## src/rtl/seg7_scan.sv

```systemverilog
`default_nettype none
// ============================================================================
// Module   : seg7_scan
// Brief    : Four-digit multiplexed 7-segment scanner. A whole frame
//            (patterns, decimal points, brightness) is latched once per scan.
//            Each digit slot opens with a blanking gap to suppress ghosting.
// Options  : SEG7_DIM_EN - enables 3-bit PWM dimming of seg/dp during the ON
//            window. The brightness level is latched with the frame.
// Revision : 1.0 - initial release
// ============================================================================
module seg7_scan #(
    parameter int DIGIT_TICKS    = 27000,
    parameter int BLANK_TICKS    = 270,
    parameter int SEG_ACTIVE_LOW = 1,
    parameter int AN_ACTIVE_LOW  = 1
) (
    input  logic        clk,
    input  logic        rst_n,
    input  logic        enable,
    input  logic [27:0] display_in,
    input  logic [3:0]  dp_in,
    input  logic [2:0]  brightness,
    output logic [6:0]  seg,
    output logic        dp,
    output logic [3:0]  an,
    output logic        frame_tick
);

    localparam int              CNT_W       = (DIGIT_TICKS > 1) ? $clog2(DIGIT_TICKS) : 1;
    localparam logic [CNT_W-1:0] c_cnt_last  = CNT_W'(DIGIT_TICKS - 1);
    localparam logic [CNT_W-1:0] c_cnt_blank = CNT_W'(BLANK_TICKS);
    // Inactive output levels; XOR-ing a logical "lit/selected" value with these
    // applies the physical polarity.
    localparam logic [6:0]       c_seg_off   = (SEG_ACTIVE_LOW != 0) ? 7'h7F : 7'h00;
    localparam logic             c_dp_off    = (SEG_ACTIVE_LOW != 0);
    localparam logic [3:0]       c_an_off    = (AN_ACTIVE_LOW != 0) ? 4'hF : 4'h0;

    typedef enum logic [1:0] {
        ST_IDLE  = 2'd0,
        ST_BLANK = 2'd1,
        ST_ON    = 2'd2
    } state_t;

    state_t           state_q, state_d;
    logic [CNT_W-1:0] cnt_q, cnt_d;
    logic [1:0]       idx_q, idx_d;
    logic [27:0]      snap_q, snap_d;
    logic [3:0]       snap_dp_q, snap_dp_d;
    logic [6:0]       seg_q, seg_d;
    logic             dp_q, dp_d;
    logic [3:0]       an_q, an_d;
    logic             frame_tick_q, frame_tick_d;
    logic [6:0]       lit_seg;
    logic             lit_dp;
    logic [3:0]       lit_an;
    logic             load_frame;

`ifdef SEG7_DIM_EN
    logic [2:0]       bright_q, bright_d;
    logic [2:0]       pwm_q, pwm_d;
`else
    logic             unused_brightness;
    assign unused_brightness = ^brightness;
`endif

    // Next-state, frame snapshot and registered-output decode. Outputs are
    // decoded from the next state so the output flops line up with it.
    always_comb begin
        state_d      = state_q;
        cnt_d        = cnt_q;
        idx_d        = idx_q;
        snap_d       = snap_q;
        snap_dp_d    = snap_dp_q;
        frame_tick_d = 1'b0;
        load_frame   = 1'b0;
        lit_seg      = 7'h00;
        lit_dp       = 1'b0;
        lit_an       = 4'h0;
`ifdef SEG7_DIM_EN
        bright_d     = bright_q;
        pwm_d        = 3'd0;
`endif

        if (!enable) begin
            state_d = ST_IDLE;
            cnt_d   = '0;
            idx_d   = 2'd0;
        end else if (state_q == ST_IDLE) begin
            state_d    = ST_BLANK;
            cnt_d      = '0;
            idx_d      = 2'd0;
            load_frame = 1'b1;
        end else begin
            if (cnt_q == c_cnt_last) begin
                cnt_d = '0;
                idx_d = idx_q + 2'd1;
                // Wrap from the last digit back to digit 0 starts a new frame.
                if (idx_q == 2'd3) begin
                    load_frame = 1'b1;
                end
            end else begin
                cnt_d = cnt_q + 1'b1;
            end
            state_d = (cnt_d < c_cnt_blank) ? ST_BLANK : ST_ON;
        end

        if (load_frame) begin
            snap_d       = display_in;
            snap_dp_d    = dp_in;
            frame_tick_d = 1'b1;
`ifdef SEG7_DIM_EN
            bright_d     = brightness;
`endif
        end

        if (state_d == ST_ON) begin
            lit_an[idx_d] = 1'b1;
            lit_dp        = snap_dp_d[idx_d];
            case (idx_d)
                2'd0:    lit_seg = snap_d[6:0];
                2'd1:    lit_seg = snap_d[13:7];
                2'd2:    lit_seg = snap_d[20:14];
                default: lit_seg = snap_d[27:21];
            endcase
`ifdef SEG7_DIM_EN
            // PWM restarts at 0 on every entry into the ON window.
            pwm_d = (state_q == ST_ON) ? (pwm_q + 3'd1) : 3'd0;
            if (pwm_d > bright_d) begin
                lit_seg = 7'h00;
                lit_dp  = 1'b0;
            end
`endif
        end

        seg_d = lit_seg ^ c_seg_off;
        dp_d  = lit_dp ^ c_dp_off;
        an_d  = lit_an ^ c_an_off;
    end

    // State, counters, snapshot and output registers with async reset.
    always_ff @(posedge clk or negedge rst_n) begin
        if (!rst_n) begin
            state_q      <= ST_IDLE;
            cnt_q        <= '0;
            idx_q        <= 2'd0;
            snap_q       <= 28'h0;
            snap_dp_q    <= 4'h0;
            seg_q        <= c_seg_off;
            dp_q         <= c_dp_off;
            an_q         <= c_an_off;
            frame_tick_q <= 1'b0;
        end else begin
            state_q      <= state_d;
            cnt_q        <= cnt_d;
            idx_q        <= idx_d;
            snap_q       <= snap_d;
            snap_dp_q    <= snap_dp_d;
            seg_q        <= seg_d;
            dp_q         <= dp_d;
            an_q         <= an_d;
            frame_tick_q <= frame_tick_d;
        end
    end

`ifdef SEG7_DIM_EN
    // Brightness snapshot and PWM phase counter.
    always_ff @(posedge clk or negedge rst_n) begin
        if (!rst_n) begin
            bright_q <= 3'd0;
            pwm_q    <= 3'd0;
        end else begin
            bright_q <= bright_d;
            pwm_q    <= pwm_d;
        end
    end
`endif

    assign seg        = seg_q;
    assign dp         = dp_q;
    assign an         = an_q;
    assign frame_tick = frame_tick_q;

endmodule
`default_nettype wire
```

## config.mk

```make
export PLATFORM = sky130hd
export DESIGN_NAME = seg7_scan
export DESIGN_NICKNAME = d
export VERILOG_FILES = /design/src/rtl/seg7_scan.sv
export SDC_FILE = /design/constraint.sdc
export NUM_CORES = 1
export LEC_CHECK = 0
export CAP_MARGIN = 20
export CORE_AREA = 2 2 117 91
export DETAILED_ROUTE_END_ITERATION = 8
export DIE_AREA = 0 0 119 93
export PLACE_DENSITY = 0.67
export SETUP_SLACK_MARGIN = 0.2
export SLEW_MARGIN = 20
export SYNTH_ARGS = -nofsm -noshare
export SYNTH_HDL_FRONTEND = slang
export SYNTH_SLANG_ARGS = --single-unit
```

## constraint.sdc

```tcl
create_clock -name clk -period 2.6 [get_ports clk]
set_clock_uncertainty 0.05 [all_clocks]
set_input_delay 0.26 -clock clk [delete_from_list [all_inputs] [get_ports clk]]
set_output_delay 0.26 -clock clk [all_outputs]
set_load 0.05 [all_outputs]
```

==> impl_results.md <==
- Outcome: finished clean
- Root Buffer: clkbuf_16
- Worst skew pair latency: 0.33 ns
- Critical-path top delay cell: dfrtp_2
- Post-synth EDFFs: 0
- Crit Path Class: flip-flop to flip-flop
- CTS tree: done
- Placer's final routability congestion estimate: 0.807
- Seq/Total Area, Yosys: 47.4%
- CTS Buf Count: 9
- Post-synth top flop: dfrtp_1
- Longest Clk Path Bufs: 2
- H-Tree Depth: 3
- Max-slew violation count: 0
- Global-route wire length before repair: 13.1 mm
- Cell Area, Synth: 3410 sq um
- CORE AREA: 9970 sq um
- Syn Area/Cell: 11.5 sq um
- I/O pin count: 51
- VDD IR max: 0.306 mV
- HPWL Detailed: 5.54 mm
- Max FO, Critical Path: 14
- Filler instances: 915
- Row count: 32
- Max-Slew Margin vs Limit: 54.6%
- Syn nets: 335
- Distinct cells, synth: 51
- Critical path, cell by cell: nand4_2 -> nor4_4 -> mux2i_1 -> nor4_2 -> o311ai_2 -> buf_4 -> and2_1
- Met2 Use GR: 22.7%
- #FFs+latches synth: 64
- Ys Warns: 0
- Asr flop ratio synth: 100%
- Final setup TNS: 0 ns
- Die width: 119 um
- Drt pass-1 iters: 4
- Die footprint: 11100 sq um
- Initial Util: 34.2%
- Grt met1 use: 21.2%
- Met3 global-route usage: 3.41%
- Nets: 386
- Startpoint Class: flip-flop
- Max stage delay on crit path: 0.46 ns
- Clk sinks: 64
- WL/cell: 16.3 um
- Crit path buf inv count: 1
- Residual DRC: 0
- PwrDens: 588 nW/um^2
- Design Area, Final: 4370 sq um
- # setup viols final: 0
- Initial antenna violation count: 0
- Vias/cell: 5.16
- Area leader, netlist: dfrtp_1
- Number of global-route vias before repair: 2557
- Final critical-path share of the clock period: 87.8%
- Critical Path Sink Type: flip-flop
- Gate Count Post-Synth: 295
- I/O Buffers: 47
- CP arrival: 2.45 ns
- Crit-path leading delay family: simple AND/OR/NAND/NOR gates
- CP required: 2.76 ns
- GR Overflow Total: 0
- Share of the synthesized area in the top cell type: 38.2%
- MaxCap Viol Count: 0
- Die Height: 93 um
- Layout cell share with drive strength beyond 1: 24.8%
- Clock transition at the registers of the reported paths: 0.05 ns
- Pleak: 2.05 nW
- Initial DRC Count: 159
- Placed Area: 4010 sq um
- Largest net degree at the start of global routing: 37
- Min cycle time layout: 2.28 ns
- Vias: 2513
- Final hold viol count: 0
- Most utilized layer in the global route result: met2
- DRT antenna net count: 0
- Routed WL: 7.95 mm
- Area delta synth->final: 28.1%
- Max Clock Freq: 0.438 GHz
- Largest cells by area after synthesis: dfrtp_1 (38%), dfstp_2 (9.3%), mux2_4 (5.7%)
- Worst slew pin tran: 0.681 ns
- Ant. Diodes: 0
- HP Class: flip-flop to flip-flop
- Unrepaired setup endpoints after global routing: false
- Total GRT Usage: 15.1%
-- cell usage in the layout, fill, tap and decap left out, drive strengths merged, types with 11 or more instances in the layout --
| master | netlist | layout |
|---|---|---|
| a221o | 12 | 12 |
| nand2 | 15 | 15 |
| o211a | 16 | 16 |
| clkdlybuf4s50 | 0 | 46 |
| dfstp | 12 | 12 |
| buf | 14 | 15 |
| dfrtp | 52 | 52 |
| and3 | 15 | 15 |
| nor2 | 25 | 25 |
| inv | 12 | 11 |
| xnor2 | 12 | 12 |
| a21o | 12 | 12 |
| mux2 | 17 | 17 |
-- registers in the layout, summed over array words and instances, names as in the netlist --
register / count
frame_tick: 1
state_q: 2
seg: 7
dp: 1
idx_q: 2
an: 4
snap_dp_q: 4
cnt_q: 15
snap_q: 28
-- final timing paths --
kind	from	endpoint	slack [ns]	cells after the start
worst max-delay path	cnt_q[2]	state_q[1]	0.32	7
min in group asynchronous	rst_n	cnt_q[4]	0.46	2
max in group asynchronous	rst_n	seg[3]	1.34	3
worst max register to register	cnt_q[2]	state_q[1]	0.32	7
worst min register to register	snap_dp_q[0]	snap_dp_q[0]	0.45	1
worst min-delay path	snap_dp_q[0]	snap_dp_q[0]	0.45	1
-- power breakdown --
group / switching (mW) / internal, mW / leakage (nW) / total [mW]
clock: 0.438 / 0.736 / 0.138 / 1.17
combinational: 0.137 / 0.167 / 1.14 / 0.304
sequential: 0.0196 / 1.07 / 0.781 / 1.09
-- metrics by stage --
stage / setup WS, ns / total power, mW / std cells / hold WS [ns] / util (%)
5_1_grt: 0.191 / 2.66 / 487 / 0.454 / 43.8
6_report: 0.316 / 2.57 / 487 / 0.445 / 43.8
3_3_place_gp: 0.167 / 1.40 / 467 / 0.283 / 40.2
3_5_place_dp: 0.135 / 1.41 / 467 / 0.287 / 40.2
4_1_cts: 0.203 / 2.59 / 484 / 0.446 / 43.2
2_1_floorplan: 0.349 / 1.28 / 295 / -0.0856 / -
-- synthesized netlist by cell type (all sizes together), types with 5 or more instances --
master,number
a21o,12
a221o,12
and3,15
buf,14
clkbuf,8
dfrtp,52
dfstp,12
inv,12
mux2,17
nand2,15
nand3,7
nand4,10
nor2,25
nor3,6
o2111ai,5
o211a,16
o211ai,9
xnor2,12
-- kinds of logic (layout without fill, tap and decap cells) --
group | count (synthesis) | after routing | synth area share (%)
simple gates | 92 | 92 | 16.3
compound gates | 68 | 68 | 18.3
flops | 64 | 64 | 47.4
buf+inv | 34 | 90 | 5.51
mux | 19 | 19 | 7.64
xor+xnor | 16 | 16 | 4.11
fa+ha+maj | 2 | 2 | 0.734
-- per-layer routing --
layer / vias up / part of all wire [%]
met5: - / 0
li1: 1194 / -
met3: 4 / 5.1
met4: 0 / 0.96
met2: 72 / 45
met1: 1243 / 49
-- final cells by class --
type | count | area [sq um] | area share [%]
clock buffer | 10 | 229 | 5.25
inverter | 12 | 51.3 | 1.18
timing repair buffer | 62 | 603 | 13.8
clock inverter | 6 | 60.1 | 1.38
sequential | 64 | 1620 | 37.1
multi-input combinational | 197 | 1630 | 37.3
tap | 136 | 170 | 3.90
-- repair_timing --
action | CTS | global route
buffers inserted | 0 | 3
resized for setup | 1 | 11
setup endpoints to repair | 8 | 14
hold endpoints to repair | 22 | 0
hold buffers | 1 | 0
Power figures use the tool's default switching activity.
